`config.mk`:
```
export PLATFORM = sky130hd
export DESIGN_NAME = universal_shift_reg
export DESIGN_NICKNAME = d
export VERILOG_FILES = /design/src/rtl/universal_shift_reg.sv
export SDC_FILE = /design/constraint.sdc
export NUM_CORES = 1
export LEC_CHECK = 0
export CAP_MARGIN = 10
export CORE_MARGIN = 2
export CORE_UTILIZATION = 48
export CTS_CLUSTER_DIAMETER = 30
export DETAILED_ROUTE_END_ITERATION = 10
export GPL_ROUTABILITY_DRIVEN = 0
export PLACE_DENSITY_LB_ADDON = 0.08
export SETUP_SLACK_MARGIN = 0.02
export SYNTH_ARGS = -nofsm -noshare
export SYNTH_HDL_FRONTEND = slang
export SYNTH_SLANG_ARGS = --single-unit
```
`constraint.sdc`:
```
create_clock -name clk -period 2.91 [get_ports clk]
set_input_delay 0.7275 -clock clk [delete_from_list [all_inputs] [get_ports clk]]
set_output_delay 0.7275 -clock clk [all_outputs]
set_load 0.02 [all_outputs]
```
`src/rtl/universal_shift_reg.sv`:
```
// universal_shift_reg
// WIDTH-bit register bank with hold, parallel load, logical and arithmetic
// shifts, rotates and a functional clear. A saturating shift counter reports
// how many shifts have happened since the last load/clear/reset. It emits a
// one-cycle word_done pulse when the counter first reaches WIDTH.
//
// Ports
//   clk        rising-edge clock
//   rst        synchronous active-high reset (overrides E and mode)
//   E          enable; when low, register and counter hold
//   mode       operation select:
//                000 hold, 001 SHR, 010 SHL, 011 ROR, 100 ROL,
//                101 LOAD, 110 SAR, 111 CLEAR
//   D          parallel load data
//   sin        serial input for logical shifts
//   Q          register contents
//   Qbar       bitwise complement of Q
//   sout       bit shifted out on the most recent shift (registered)
//   shift_cnt  shifts since last load/clear/reset, saturating at WIDTH
//   word_done  one-cycle pulse after shift_cnt reaches WIDTH

module universal_shift_reg #(
    parameter int                     WIDTH     = 8,
    parameter logic [WIDTH-1:0]       RESET_VAL = '0,
    parameter int                     CNT_W     = $clog2(WIDTH + 1)
) (
    input  logic                 clk,
    input  logic                 rst,
    input  logic                 E,
    input  logic [2:0]           mode,
    input  logic [WIDTH-1:0]     D,
    input  logic                 sin,
    output logic [WIDTH-1:0]     Q,
    output logic [WIDTH-1:0]     Qbar,
    output logic                 sout,
    output logic [CNT_W-1:0]     shift_cnt,
    output logic                 word_done
);

    localparam logic [2:0] MODE_HOLD  = 3'b000;
    localparam logic [2:0] MODE_SHR   = 3'b001;
    localparam logic [2:0] MODE_SHL   = 3'b010;
    localparam logic [2:0] MODE_ROR   = 3'b011;
    localparam logic [2:0] MODE_ROL   = 3'b100;
    localparam logic [2:0] MODE_LOAD  = 3'b101;
    localparam logic [2:0] MODE_SAR   = 3'b110;
    localparam logic [2:0] MODE_CLEAR = 3'b111;

    localparam logic [CNT_W-1:0] CNT_MAX  = CNT_W'(WIDTH);
    localparam logic [CNT_W-1:0] CNT_LAST = CNT_W'(WIDTH - 1);

    logic [WIDTH-1:0] q_nxt;
    logic             sout_nxt;
    logic             is_shift;
    logic             clr_cnt;

    // Next register value and shifted-out bit for the selected mode.
    always_comb begin
        q_nxt    = Q;
        sout_nxt = sout;
        is_shift = 1'b0;
        clr_cnt  = 1'b0;
        case (mode)
            MODE_SHR: begin
                q_nxt    = {sin, Q[WIDTH-1:1]};
                sout_nxt = Q[0];
                is_shift = 1'b1;
            end
            MODE_SHL: begin
                q_nxt    = {Q[WIDTH-2:0], sin};
                sout_nxt = Q[WIDTH-1];
                is_shift = 1'b1;
            end
            MODE_ROR: begin
                q_nxt    = {Q[0], Q[WIDTH-1:1]};
                sout_nxt = Q[0];
                is_shift = 1'b1;
            end
            MODE_ROL: begin
                q_nxt    = {Q[WIDTH-2:0], Q[WIDTH-1]};
                sout_nxt = Q[WIDTH-1];
                is_shift = 1'b1;
            end
            MODE_LOAD: begin
                q_nxt   = D;
                clr_cnt = 1'b1;
            end
            MODE_SAR: begin
                q_nxt    = {Q[WIDTH-1], Q[WIDTH-1:1]};
                sout_nxt = Q[0];
                is_shift = 1'b1;
            end
            MODE_CLEAR: begin
                q_nxt    = '0;
                sout_nxt = 1'b0;
                clr_cnt  = 1'b1;
            end
            MODE_HOLD: begin
                q_nxt = Q;
            end
            // Unknown mode values fall back to hold.
            default: begin
                q_nxt = Q;
            end
        endcase
    end

    always_ff @(posedge clk) begin
        if (rst) begin
            Q         <= RESET_VAL;
            sout      <= 1'b0;
            shift_cnt <= '0;
            word_done <= 1'b0;
        end else if (!E) begin
            word_done <= 1'b0;
        end else begin
            Q         <= q_nxt;
            sout      <= sout_nxt;
            word_done <= 1'b0;
            if (clr_cnt) begin
                shift_cnt <= '0;
            end else if (is_shift && shift_cnt != CNT_MAX) begin
                shift_cnt <= shift_cnt + CNT_W'(1);
                // Pulse only on the LAST -> MAX transition, so saturation
                // never re-fires it.
                word_done <= (shift_cnt == CNT_LAST);
            end
        end
    end

    assign Qbar = ~Q;

endmodule

```
[After elaboration in Yosys (flattened, before gate mapping)]
Index checks and enable logic that the tools add are counted.
Cells by class
  reductions and logical operators: 13
  mux-type cells: 6
  equality and inequality tests: 9
  bitwise operators: 5
  $add $sub $neg: 1
Operators with widths (count)
  case mux 8 bit (7 select lines): 1
  equality test 3 bit, second input constant: 4
  2-to-1 mux 4 bit: 2
  NOT 8 bit: 1
  equality test 3 x 2 -> 1 bit, second input constant: 2
  AND reduction 2 bit: 3
  OR reduction 5 bit: 1
  adder 4 x 1 -> 4 bit, second input constant: 1
  equality test 4 x 3 -> 1 bit, second input constant: 1
  inequality test 4 bit, second input constant: 1
  NOT 1 bit: 4
  OR reduction 2 bit: 2
  OR reduction 4 bit: 1
  equality test 3 x 1 -> 1 bit, second input constant: 1
  logical NOT 3 bit: 1
  case mux 1 bit (3 select lines): 1
  AND reduction 3 bit: 1
  nonzero test 3 bit: 1
  OR reduction 3 bit: 1
  2-to-1 mux 1 bit: 2
  nonzero test 2 bit: 1
  logical AND 1 bit: 1
Storage, ports and cells
  input bits: 15
  word-level logic and storage cells: 39
  flip-flop bits (word level): 14
  output and inout port bits: 22

[Logic depth before layout (Yosys ltp)]
  word-level depth: 6
  gate-level depth with buffers: 5
  gate-level depth less buffers: 5

[Least setup slack after synthesis]
OpenSTA, ideal clock, no wires.
  kind: input to register
  start: in mode[1]
  end: reg sout
  data required time: 2.807 ns
  data arrival time: 1.524 ns
  path buffers: 1
  library setup time: 0.103 ns
  slack: 1.283 ns
  stages: 4
  path through: buf_6 > xor2_2 > a41o_1 > a2111oi_2
On the way
  cells in the longest elaborated chain, start to end: 4
  elaborated cells on any way between the ends: 11
  those cells by class: eq/ne: 6; mux: 1; reduce/logical: 4
RTL lines
  start, declared: RTL line 30  | input logic [2:0] mode,
  equality test 3 bit (tied with other cells): RTL line 63  | case (mode)
  OR reduction 3 bit (no source line) or OR reduction 2 bit (tied branches)
  nonzero test 3 bit (no source line)
  AND reduction 2 bit (no source line)
  end signal, assigned: RTL line 118  | sout <= sout_nxt;
  end, declared: RTL line 35  | output logic sout,
Several ways; a longest one is shown, not always the timed one.
A chain may end at the register's enable or synchronous reset.

[Worst setup path after layout]
  start: in mode[0]
  end: reg sout
Same word-level chain as after synthesis.

==> results.txt <==
----------------------------------------------------
[Clock tree]
  Root Driver ... sky130_fd_sc_hd__clkbuf_4
  CTS tree ... done
  Cells resized by post-CTS repair ... 0
  Number of buffers inserted by hold repair at cts ... 0
  Latest clock arrival within the worst-skew pair ... roughly 0.28 ns
  H-tree depth reported by CTS ... 1
  Number of buffers added by the clock tree synthesis step ... 3
  Clock-pin slew on the worst setup and hold paths ... 0.10 ns
  Number of sinks on the clock net ... 14
  Worst-case clock buffer depth ... 2
  Post-CTS repair timing setup buffer count ... 0

[Global routing]
  GRT met2 Usage ... 37.0%
  First-pass GRT wire length ... 4570 um
  GRT met1 Usage ... 29.7%
  Global-route met3 utilization ... 2.01%
  Global Route Usage Sum ... between 20% and 30%
  Aggregate global routing overflow ... 0
  Via count of the first global-routing pass ... 1,028
  Top Usage Layer GRT ... met2
  Initial antenna violation count ... 0
  Maximum number of pins on one net before global-route repair ... 15

[Layout]
  Fraction of the core area covered by cells at the end of the flow ... a little under 70%
  Most used cells in the layout excluding fill and tap cells ... sky130_fd_sc_hd__clkdlybuf4s50_1, sky130_fd_sc_hd__dfxtp_1, sky130_fd_sc_hd__a21boi_1, sky130_fd_sc_hd__inv_1, sky130_fd_sc_hd__nor2_1
  Most frequent standard cell in the layout excluding fill and tap cells ... sky130_fd_sc_hd__clkdlybuf4s50_1
  Post-route cell area ... 1500 um2
  Number of nets in the final layout ... 184
  Share of post-route cells with drive strength above 1 ... 13.9%
  Area growth from synthesis to layout ... 37.0%
  Number of diodes added for antenna fixing ... 0
  Filler cells ... 189

[Drt]
  Overall routed net length ... 2700 um
  DR vias/cell ... 5.60
  Via count of the routed design ... 1,086
  Antenna-violating nets left ... 0
  Avg WL per Cell ... ~14 um
  DRT Pass-1 Iters ... 4
  Post-detailed-route DRC marker count ... 0
  Iteration-0 DRC count of the detailed router ... 23

[STA]
  Unrepaired setup endpoints after global routing ... false
  Maximum achievable frequency ... ~0.46 GHz
  Slew @ Worst Pin ... 0.511 ns
  Worst rel slew slack ... 65.8%
  Min cycle time layout ... 2.19 ns
  Hold Fails Final Rpt ... 0
  Slew Limit Fails ... 0
  TNS Setup ... 0 ns
  Final clock period utilization by the worst path ... 75.3%
  Min setup slack post-route ... 0.720 ns
  Total of endpoints with negative setup slack in the final report ... 0
  Final worst clock skew ... between 0.007 and 0.008 ns

[Power and ir drop]
  Total internal power ... 0.369 mW
  Sw power ... around 0.18 mW
  PwrDens ... 364 nW/um2
  Clock power share ... 26.6%
  Pleak ... 0.548 nW
  Overall power of the completed layout ... 0.545 mW
  Switching share of power ... between 30 and 40%
  Comb power frac ... 33.5%
  Worst ir drop on vdd ... roughly 0.25 mV
  Share of total power in sequential cells ... 39.9%

[Setup path]
  Critical path cell sequence ... clkdlybuf4s50_1 > inv_1 > a41o_1 > a2111oi_2
  Critical path required time ... a little over 3 ns
  Maximum net fanout on the critical path ... 14
  Launching element type of the critical path ... input port
  CP startpoint ... mode[0]
  Cell at the slowest stage of the critical path ... sky130_fd_sc_hd__clkdlybuf4s50_1
  Reg2reg start ... shift_cnt[0]
  Classification of the worst setup path ... input port to flop
  Signal arrival time at the worst endpoint ... ~2.4 ns
  Kind of end point of the critical path ... flop
  Max incr delay on CP ... 0.79 ns

[Placed design]
  Placed Area ... 1460 um2
  Port-buffer cells ... 36
  Pre-CTS setup slack ... 0.426 ns
  Detailed Place HPWL ... 2040 um

[Yosys]
  Distinct cells, synth ... 39
  YS warnings ... 0
  Post-synth net total ... 146
  Leading register cell type out of synthesis ... sky130_fd_sc_hd__dfxtp_1
  FF+latch count, synth ... 14
  Number of standard cells after synthesis ... between 100 and 150
  Post-Synthesis Cell Area ... 1090 um2
  Mean instance size in the synthesized netlist ... 8.47 um2
  EDFF count, synth ... 0
  Part of the Yosys area used for sequential elements ... 25.7%
  Fraction of registers with async set or reset after synthesis ... 0%

[Floorplanning]
  Top-level I/O count ... 37
  Standard-cell rows ... 17
  Core Area ... 2190 um2
  Die Outline Area ... 2670 um2
  Horizontal extent of the die ... 51.7 um
  Die height ... 51.7 um
  Starting density of the core ... 49.9%

[Hold path]
  Class of the most critical hold timing path ... flop to flop
  Hold Path Origin ... shift_cnt[2]

[Job]
  Number of violations of the max-capacitance limit ... 0

[Run status]
  Result of the run ... finished, final reports clean

----------------------------------------------------
[state kept, by name (all words and copies together) (netlist names)]
name       count
Q              8
shift_cnt      4
sout           1
word_done      1
[area by class of cell]
cell class / instances / area (um2) / area share, %
inverter: 12 / 45.0 / 3.01
clock buffer: 4 / 36.3 / 2.42
tap: 28 / 35.0 / 2.34
multi-input combinational: 94 / 694 / 46.4
sequential: 14 / 280 / 18.7
timing repair buffer: 42 / 405 / 27.1
[per-stage QoR]
| stage | hold slack, ns | instances |
|---|---|---|
| after CTS | 0.527 | 194 |
| final | 0.527 | 194 |
| after floorplan | 0.564 | 129 |
| after global routing | 0.570 | 194 |
| after global placement | 0.508 | 190 |
| after detailed placement | 0.516 | 190 |
[routing by layer]
metal | share of wire (%) | vias to the layer above
met1 | 48 | 509
li1 | - | 543
met4 | 1.6 | 0
met5 | 0 | -
met3 | 3.9 | 4
met2 | 47 | 30
[final timing paths]
kind                            cells after the start  slack (ns)      endpoint
worst max register to register                      5        1.48  shift_cnt[2]
worst min-delay path                                2        0.53     word_done
worst max-delay path                                4        0.72          sout
worst min register to register                      2        0.53     word_done
[Yosys cell counts, types with 2 or more instances]
cell type	n	area, um2
sky130_fd_sc_hd__o21ai_1	7	35.0
sky130_fd_sc_hd__buf_2	4	20.0
sky130_fd_sc_hd__mux2i_1	3	30.0
sky130_fd_sc_hd__nand4_1	2	12.5
sky130_fd_sc_hd__nor2_1	11	41.3
sky130_fd_sc_hd__buf_6	4	45.0
sky130_fd_sc_hd__or3_1	2	12.5
sky130_fd_sc_hd__and3b_1	2	17.5
sky130_fd_sc_hd__nand2_1	4	15.0
sky130_fd_sc_hd__o31a_1	2	17.5
sky130_fd_sc_hd__inv_1	12	45.0
sky130_fd_sc_hd__ha_1	2	25.0
sky130_fd_sc_hd__a21boi_1	14	105
sky130_fd_sc_hd__a311oi_2	6	90.1
sky130_fd_sc_hd__nand3_1	3	15.0
sky130_fd_sc_hd__o21ai_0	9	45.0
sky130_fd_sc_hd__nor2b_1	4	25.0
sky130_fd_sc_hd__o221a_1	2	22.5
sky130_fd_sc_hd__dfxtp_1	14	280
sky130_fd_sc_hd__nand2b_1	3	18.8
[power by group through the flow]
stage               Clock, mW  Sequential [mW]  Combinational (mW)
floorplan                   0            0.231              0.0978
global placement            0            0.221               0.179
detailed placement          0            0.221               0.182
CTS                     0.147            0.217               0.184
global route            0.154            0.219               0.198
finish                  0.145            0.217               0.182
[kinds of logic after synthesis]
family / after synthesis / synth area share [%]
AND/OR/NAND/NOR: 38 / 19.7
multiplexers: 3 / 2.75
XOR/XNOR: 1 / 1.49
buffers and inverters: 21 / 10.8
AO/OA/AOI/OAI: 50 / 37.3
adder cells (fa/ha/maj): 2 / 2.29
flip-flops: 14 / 25.7
[worst max-delay path, delay by kind of cell]
family                 cells  cell delay, ns
AOI/OAI and AO/OA          2            0.60
buffers and inverters      2            1.05
(Power assumes the default switching activity.)
